<file path="src/rtl/dma_pkg.sv">
`default_nettype none
// =====================================================================
// dma_pkg : mode, register-address and FSM encodings for the DMA task
//           receiver.                                   Rev 1.0
// =====================================================================
package dma_pkg;

  typedef enum logic [1:0] {
    MODE_MEM_IO1 = 2'b00,
    MODE_IO2_MEM = 2'b01,
    MODE_MEM_MEM = 2'b10,
    MODE_ILLEGAL = 2'b11
  } mode_t;

  localparam logic [1:0] REG_SRC   = 2'd0;
  localparam logic [1:0] REG_DEST  = 2'd1;
  localparam logic [1:0] REG_COUNT = 2'd2;
  localparam logic [1:0] REG_CTRL  = 2'd3;

  localparam int CTRL_START_BIT = 7;

  typedef enum logic [2:0] {
    ST_IDLE = 3'd0,
    ST_REQ  = 3'd1,
    ST_RD   = 3'd2,
    ST_CAP  = 3'd3,
    ST_WR   = 3'd4,
    ST_NXT  = 3'd5,
    ST_REL  = 3'd6
  } state_t;

endpackage
`default_nettype wire

</file>
<file path="src/rtl/dma_addr_counter.sv">
`default_nettype none
// =====================================================================
// dma_addr_counter : loadable incrementing src/dest pair plus a
//                    decrementing word count with zero/last flags. Rev 1.0
// =====================================================================
module dma_addr_counter #(
  parameter int AW = 8,
  parameter int CW = 8
) (
  input  logic          clk,
  input  logic          reset,
  input  logic          load_src,
  input  logic          load_dest,
  input  logic          load_count,
  input  logic [AW-1:0] src_in,
  input  logic [AW-1:0] dest_in,
  input  logic [CW-1:0] count_in,
  input  logic          step,
  output logic [AW-1:0] src,
  output logic [AW-1:0] dest,
  output logic [CW-1:0] count,
  output logic          zero,
  output logic          last
);

  always_ff @(posedge clk or posedge reset) begin
    if (reset) begin
      src   <= '0;
      dest  <= '0;
      count <= '0;
    end else begin
      if (load_src)
        src <= src_in;
      else if (step)
        src <= src + AW'(1);

      if (load_dest)
        dest <= dest_in;
      else if (step)
        dest <= dest + AW'(1);

      if (load_count)
        count <= count_in;
      else if (step)
        count <= count - CW'(1);
    end
  end

  assign zero = (count == '0);
  // Seen while stepping the final word, so the FSM can release the bus.
  assign last = (count == CW'(1));

endmodule
`default_nettype wire

</file>
<file path="src/rtl/dma_task_receiver.sv">
`default_nettype none
// =====================================================================
// dma_task_receiver : processor-programmed DMA task engine moving one
//                     word per 4 clocks over the shared AB/DB bus. Rev 1.0
// =====================================================================
module dma_task_receiver
  import dma_pkg::*;
#(
  parameter int AW = 8,
  parameter int DW = 8,
  parameter int CW = 8
) (
  input  logic          clk,
  input  logic          reset,
  input  logic          cs,
  input  logic          wr,
  input  logic [1:0]    reg_addr,
  input  logic [DW-1:0] data_in,
  input  logic          HACK,
  input  logic [DW-1:0] DB_in,
  output logic          HREQ,
  output logic [AW-1:0] AB,
  output logic [DW-1:0] DB_out,
  output logic          read_memory,
  output logic          read_io,
  output logic          Enable_memory,
  output logic          Enable_IO1,
  output logic          Enable_IO2,
  output logic [CW-1:0] word_count,
  output logic          busy,
  output logic          done,
  output logic          err
);

  state_t        state, state_nxt;
  mode_t         mode;
  logic [DW-1:0] data_reg;
  logic          grant_lost;
  logic [AW-1:0] src, dest;
  logic          cnt_zero, cnt_last;
  logic          step;
  logic          reg_wr, ctrl_wr, start, start_bad, start_ok;

  assign reg_wr    = cs && wr && (state == ST_IDLE);
  assign ctrl_wr   = reg_wr && (reg_addr == REG_CTRL);
  assign start     = ctrl_wr && data_in[CTRL_START_BIT];
  assign start_bad = start && (data_in[1:0] == MODE_ILLEGAL);
  assign start_ok  = start && !start_bad;

  dma_addr_counter #(.AW(AW), .CW(CW)) u_cnt (
    .clk        (clk),
    .reset      (reset),
    .load_src   (reg_wr && (reg_addr == REG_SRC)),
    .load_dest  (reg_wr && (reg_addr == REG_DEST)),
    .load_count (reg_wr && (reg_addr == REG_COUNT)),
    .src_in     (AW'(data_in)),
    .dest_in    (AW'(data_in)),
    .count_in   (CW'(data_in)),
    .step       (step),
    .src        (src),
    .dest       (dest),
    .count      (word_count),
    .zero       (cnt_zero),
    .last       (cnt_last)
  );

  always_ff @(posedge clk or posedge reset) begin
    if (reset) begin
      state      <= ST_IDLE;
      mode       <= MODE_MEM_IO1;
      data_reg   <= '0;
      err        <= 1'b0;
      grant_lost <= 1'b0;
    end else begin
      state <= state_nxt;
      if (ctrl_wr)
        mode <= mode_t'(data_in[1:0]);
      if (state == ST_CAP)
        data_reg <= DB_in;
      if (start_bad)
        err <= 1'b1;
      else if (start_ok)
        err <= 1'b0;
      // Remember a grant drop mid-word so the word finishes, then re-request.
      if (state == ST_REQ)
        grant_lost <= 1'b0;
      else if (!HACK && (state == ST_RD || state == ST_CAP || state == ST_WR))
        grant_lost <= 1'b1;
    end
  end

  always_comb begin
    state_nxt     = state;
    HREQ          = 1'b0;
    busy          = 1'b0;
    done          = 1'b0;
    AB            = '0;
    DB_out        = '0;
    read_memory   = 1'b0;
    read_io       = 1'b0;
    Enable_memory = 1'b0;
    Enable_IO1    = 1'b0;
    Enable_IO2    = 1'b0;
    step          = 1'b0;
    case (state)
      ST_IDLE: begin
        if (start_ok)
          state_nxt = cnt_zero ? ST_REL : ST_REQ;
      end
      ST_REQ: begin
        HREQ = 1'b1;
        busy = 1'b1;
        if (HACK)
          state_nxt = ST_RD;
      end
      ST_RD: begin
        HREQ = 1'b1;
        busy = 1'b1;
        AB   = src;
        case (mode)
          MODE_IO2_MEM: begin
            Enable_IO2 = 1'b1;
            read_io    = 1'b1;
          end
          default: begin
            Enable_memory = 1'b1;
            read_memory   = 1'b1;
          end
        endcase
        state_nxt = ST_CAP;
      end
      ST_CAP: begin
        HREQ      = 1'b1;
        busy      = 1'b1;
        state_nxt = ST_WR;
      end
      ST_WR: begin
        HREQ   = 1'b1;
        busy   = 1'b1;
        AB     = dest;
        DB_out = data_reg;
        if (mode == MODE_MEM_IO1)
          Enable_IO1 = 1'b1;
        else
          Enable_memory = 1'b1;
        state_nxt = ST_NXT;
      end
      ST_NXT: begin
        HREQ = 1'b1;
        busy = 1'b1;
        step = 1'b1;
        if (cnt_last)
          state_nxt = ST_REL;
        else if (grant_lost || !HACK)
          state_nxt = ST_REQ;
        else
          state_nxt = ST_RD;
      end
      ST_REL: begin
        done      = 1'b1;
        state_nxt = ST_IDLE;
      end
      default: state_nxt = ST_IDLE;
    endcase
  end

endmodule
`default_nettype wire

</file>
<file path="config.mk">
export PLATFORM = sky130hd
export DESIGN_NAME = dma_task_receiver
export DESIGN_NICKNAME = d
export VERILOG_FILES = /design/src/rtl/dma_pkg.sv /design/src/rtl/dma_addr_counter.sv /design/src/rtl/dma_task_receiver.sv
export SDC_FILE = /design/constraint.sdc
export NUM_CORES = 1
export LEC_CHECK = 0
export ABC_AREA = 1
export BUFFER_PORTS_ARGS = -buffer_cell sky130_fd_sc_hd__buf_2
export CAP_MARGIN = 20
export CELL_PAD_IN_SITES_DETAIL_PLACEMENT = 0
export CELL_PAD_IN_SITES_GLOBAL_PLACEMENT = 2
export CORE_ASPECT_RATIO = 1.4
export CORE_UTILIZATION = 31
export CTS_CLUSTER_DIAMETER = 80
export CTS_CLUSTER_SIZE = 20
export DETAILED_ROUTE_END_ITERATION = 12
export GPL_TIMING_DRIVEN = 0
export PLACE_DENSITY_LB_ADDON = 0.1
export RECOVER_POWER = 50
export SYNTH_ARGS = -nofsm -noshare
export SYNTH_HDL_FRONTEND = slang
export SYNTH_SLANG_ARGS = --single-unit
</file>
<file path="constraint.sdc">
create_clock -name clk -period 1.7 [get_ports clk]
set_input_delay 0.34 -clock clk [delete_from_list [all_inputs] [get_ports clk]]
set_output_delay 0.34 -clock clk [all_outputs]
set_load 0.05 [all_outputs]
</file>
==> impl_metrics.prom <==
# TYPE chip_impl_metric gauge
chip_impl_metric{name="syn-num-nets",unit=""} 343
chip_impl_metric{name="routed_via_density",unit=""} 4.810
chip_impl_metric{name="timing_max_transition_violations_final",unit=""} 0
chip_impl_metric{name="drv_cap",unit=""} 0
chip_impl_metric{name="detail_route.drc_violations",unit=""} 0
chip_impl_metric{name="drt-total-wl",unit="µm"} 7582
chip_impl_metric{name="headroom_to_the_max_slew_limit",unit="%"} 59.28
chip_impl_metric{name="drtIter0Drc",unit=""} 85
chip_impl_metric{name="detailedPlace.worstSlack",unit="ps"} -342.3
chip_impl_metric{name="final.period_utilization",unit="%"} 110.7
chip_impl_metric{name="max_freq",unit="GHz"} 0.5314
chip_impl_metric{name="power_switching_share",unit="%"} 48.91
chip_impl_metric{name="worst-path-buf-inv",unit=""} 2
chip_impl_metric{name="leakage",unit="nW"} 1.702
chip_impl_metric{name="fp.dieArea",unit="µm²"} 8317
chip_impl_metric{name="setup_viols_final",unit=""} 23
chip_impl_info{name="violated_checks",value="setup timing"} 1
chip_impl_metric{name="share_clk_of_total_power",unit="%"} 12.8
chip_impl_metric{name="number_of_routed_nets_with_antenna_violations",unit=""} 0
chip_impl_metric{name="count_of_standard_cell_rows",unit=""} 38
chip_impl_metric{name="grt.total_usage",unit="%"} 19.21
chip_impl_metric{name="synth-seq-area-share",unit="%"} 39.59
chip_impl_metric{name="dpl.cell_count",unit=""} 471
chip_impl_metric{name="antenna_found_initial",unit=""} 0
chip_impl_metric{name="cp_data_arrival_time",unit="ps"} 1540
chip_impl_metric{name="grt_first_pass_wirelength",unit="µm"} 12120
chip_impl_info{name="rsz_0062_raised_after_global_routing",value="yes"} 1
chip_impl_metric{name="combPwrFrac",unit="%"} 53.9
chip_impl_metric{name="yosys_register_bits",unit=""} 39
chip_impl_metric{name="total_switching_power",unit="W"} 0.002687
chip_impl_metric{name="final_cell_area_excluding_filler_cells",unit="µm²"} 3477
chip_impl_metric{name="clk_pin_slew",unit="ps"} 80
chip_impl_metric{name="start_util",unit="%"} 31.80
chip_impl_metric{name="fin_worst_skew",unit="ps"} 2.119
chip_impl_metric{name="ctsHtreeMaxLevel",unit=""} 2
chip_impl_metric{name="cellInternalPower",unit="W"} 0.002807
chip_impl_metric{name="powerDensity",unit="nW/µm²"} 1580
chip_impl_metric{name="setup_ws",unit="ps"} -181.8
chip_impl_metric{name="antenna_diode_count",unit=""} 0
chip_impl_metric{name="grt_pass1_vias",unit=""} 2354
chip_impl_metric{name="ir_worst_vdd",unit="mV"} 0.7867
chip_impl_info{name="startpoint_type_of_the_worst_setup_path",value="flip-flop"} 1
chip_impl_metric{name="critical-path-max-stage-delay",unit="ps"} 460
chip_impl_metric{name="clockBufferDepth",unit=""} 2
chip_impl_metric{name="syn_avg_cell_area",unit="µm²"} 7.800
chip_impl_info{name="outcome",value="complete, but fails checks"} 1
chip_impl_metric{name="ioPinCount",unit=""} 56
chip_impl_metric{name="routed_wire_length_per_instance",unit="µm"} 15.19
chip_impl_metric{name="hold_viol_final",unit=""} 0
chip_impl_metric{name="critical_path_peak_fanout",unit=""} 5
chip_impl_info{name="worst_path_dominant_cell_family",value="flip-flops"} 1
chip_impl_metric{name="cts.sink_count",unit=""} 39
chip_impl_metric{name="cts_buffers",unit=""} 5
chip_impl_metric{name="place_congestion",unit=""} 0.7607
chip_impl_metric{name="fin_tns_setup",unit="ps"} -2260
chip_impl_metric{name="setup.reg_to_reg.worst_slack",unit="ps"} 130
chip_impl_metric{name="placement.io_buffers",unit=""} 54
chip_impl_metric{name="areaGrowthSynthToFinish",unit="%"} 41.07
chip_impl_metric{name="final_util",unit="%"} 44.87
chip_impl_metric{name="ys_types",unit=""} 35
chip_impl_info{name="tritoncts",value="yes"} 1
chip_impl_metric{name="post-dp-hpwl",unit="µm"} 5634
chip_impl_info{name="crit_path_cell_trace",value="nor2_4 -> nand2_4 -> clkbuf_16 -> o22ai_4 -> buf_6"} 1
chip_impl_metric{name="clk_latency",unit="ps"} 290
chip_impl_metric{name="syn-cell-area",unit="µm²"} 2465
chip_impl_metric{name="grt-ovfl-total",unit=""} 0
chip_impl_metric{name="finalWorstPathRequiredPeriod",unit="ps"} 1882
chip_impl_metric{name="floorplan_die_width",unit="µm"} 77.36
chip_impl_metric{name="detailroute.via_count",unit=""} 2400
chip_impl_metric{name="finalNetCount",unit=""} 425
chip_impl_metric{name="ys.warnings.count",unit=""} 0
chip_impl_metric{name="share_of_cells_above_drive_strength_1",unit="%"} 32.58
chip_impl_metric{name="placed_area",unit="µm²"} 2923
chip_impl_metric{name="required",unit="ps"} 1360
chip_impl_info{name="slowest_stage_cell_cp",value="sky130_fd_sc_hd__dfrtp_2"} 1
chip_impl_metric{name="core_area",unit="µm²"} 7750
chip_impl_metric{name="die_height",unit="µm"} 107.5
chip_impl_metric{name="power_frac_seq",unit="%"} 33.3
chip_impl_info{name="setup.worst_path.end_class",value="output port"} 1
chip_impl_metric{name="worst_pin_slew",unit="ps"} 613.5
chip_impl_metric{name="synthesis.instances",unit=""} 316
chip_impl_metric{name="finalNonFillerCells",unit=""} 499
chip_impl_info{name="cts-root-buf",value="sky130_fd_sc_hd__clkbuf_8"} 1
chip_impl_info{name="critical_path_class",value="reg2out"} 1
chip_impl_metric{name="grt_max_degree",unit=""} 33
chip_impl_info{name="hold_path_class",value="in2reg"} 1
chip_impl_metric{name="drt-pass1-iter-count",unit=""} 4
chip_impl_metric{name="fillers",unit=""} 820
[power groups by stage]
| stage | registers [W] | clock network [W] | logic (W) |
|---|---|---|---|
| 2_1_floorplan | 0.00210 | 0 | 0.00166 |
| 3_3_place_gp | 0.00183 | 0 | 0.00252 |
| 3_5_place_dp | 0.00183 | 0 | 0.00254 |
| 4_1_cts | 0.00182 | 0.000737 | 0.00281 |
| 5_1_grt | 0.00191 | 0.000775 | 0.00326 |
| 6_report | 0.00183 | 0.000702 | 0.00296 |
[cell usage after synthesis (all sizes together)]
master,n,area [µm²]
dfrtp,39,975.9
nand2,51,219.0
o21ai,11,55.05
buf,9,76.32
nand4,11,83.83
clkbuf,3,21.27
inv,39,146.4
o21a,1,7.510
or2,2,12.52
a32o,4,40.04
clkinv,1,3.750
nor2,58,246.5
nor3,4,25.02
xor2,15,131.4
xnor2,2,17.52
ha,4,50.05
a21oi,17,85.08
nand3,34,187.7
o22ai,2,12.51
o211ai,9,67.56
[path summary, 6_finish.rpt]
path | end | cells after the start | startpoint
max in group asynchronous | state[2] | 4 | reset
worst min register to register | grant_lost | 2 | grant_lost
worst max-delay path | AB[7] | 5 | state[0]
worst min-delay path | data_reg[5] | 3 | DB_in[5]
worst max register to register | u_cnt.count[4] | 9 | state[1]
min in group asynchronous | u_cnt.dest[2] | 3 | reset
[worst min-delay path: cells and delay by family]
family,cells,cell delay [ps]
compound gates,1,100
simple gates,1,30
buf+inv,1,80
[kinds of logic (layout without fill, tap and decap cells)]
family	after synthesis	after routing	share of synthesized area, %
adder cells (fa/ha/maj)	4	4	2.031
buffers and inverters	52	135	10.05
AO/OA/AOI/OAI	44	44	10.86
AND/OR/NAND/NOR	160	160	31.42
flip-flops	39	39	39.59
XOR/XNOR	17	17	6.041
[per-layer routing]
metal | GRT usage (%) | vias up | part of all wire (%)
met5 | 0 | - | 0
met4 | 6.065 | 0 | 1.1
met3 | 2.881 | 10 | 3.8
met2 | 35.46 | 61 | 53
met1 | 22.51 | 1125 | 42
li1 | - | 1204 | -
[through the flow]
stage / hold slack, ps / total power, W
6_report: 301.5 / 0.005494
5_1_grt: 304.2 / 0.005941
4_1_cts: 294.4 / 0.005371
3_5_place_dp: 265.2 / 0.004373
3_3_place_gp: 456.8 / 0.004350
2_1_floorplan: 444.7 / 0.003758
[cell usage in the layout, fill, tap and decap left out, types with 2 or more instances in the layout]
master,count
sky130_fd_sc_hd__o21ai_0,5
sky130_fd_sc_hd__nor2_1,47
sky130_fd_sc_hd__buf_8,4
sky130_fd_sc_hd__nor3_4,3
sky130_fd_sc_hd__dfrtp_1,37
sky130_fd_sc_hd__o211ai_1,9
sky130_fd_sc_hd__clkbuf_1,6
sky130_fd_sc_hd__inv_1,34
sky130_fd_sc_hd__o21ai_2,2
sky130_fd_sc_hd__nand3_1,32
sky130_fd_sc_hd__nor2_4,7
sky130_fd_sc_hd__nand2_4,5
sky130_fd_sc_hd__buf_4,18
sky130_fd_sc_hd__a32o_2,4
sky130_fd_sc_hd__dfrtp_2,2
sky130_fd_sc_hd__xor2_1,15
sky130_fd_sc_hd__o21ai_1,4
sky130_fd_sc_hd__inv_2,4
sky130_fd_sc_hd__ha_1,4
sky130_fd_sc_hd__buf_2,27
sky130_fd_sc_hd__nand2_2,4
sky130_fd_sc_hd__clkbuf_8,8
sky130_fd_sc_hd__a21oi_1,17
sky130_fd_sc_hd__nor2_2,3
sky130_fd_sc_hd__buf_6,28
sky130_fd_sc_hd__nand2_1,42
sky130_fd_sc_hd__nand4_1,10
sky130_fd_sc_hd__xnor2_1,2
[timing repair]
item / in CTS / in global routing
buffers inserted: 7 / 11
gates resized for setup: 63 / 31
setup endpoints to repair: 24 / 25
hold endpoints to repair: 7 / 0
pin swaps: 2 / 3
cloned: 0 / 1
hold buffers: 1 / 0
[final cells by class]
class / instances / area (µm²) / area share (%)
plain buffers: 12 / 122.6 / 3.526
clock buffers: 8 / 100.1 / 2.879
inverters: 40 / 157.7 / 4.534
multi-input cells: 225 / 1375 / 39.55
flip-flops and latches: 39 / 978.4 / 28.14
well taps: 100 / 125.1 / 3.598
repair buffers: 75 / 618.1 / 17.78
Power figures use the tool's default switching activity.
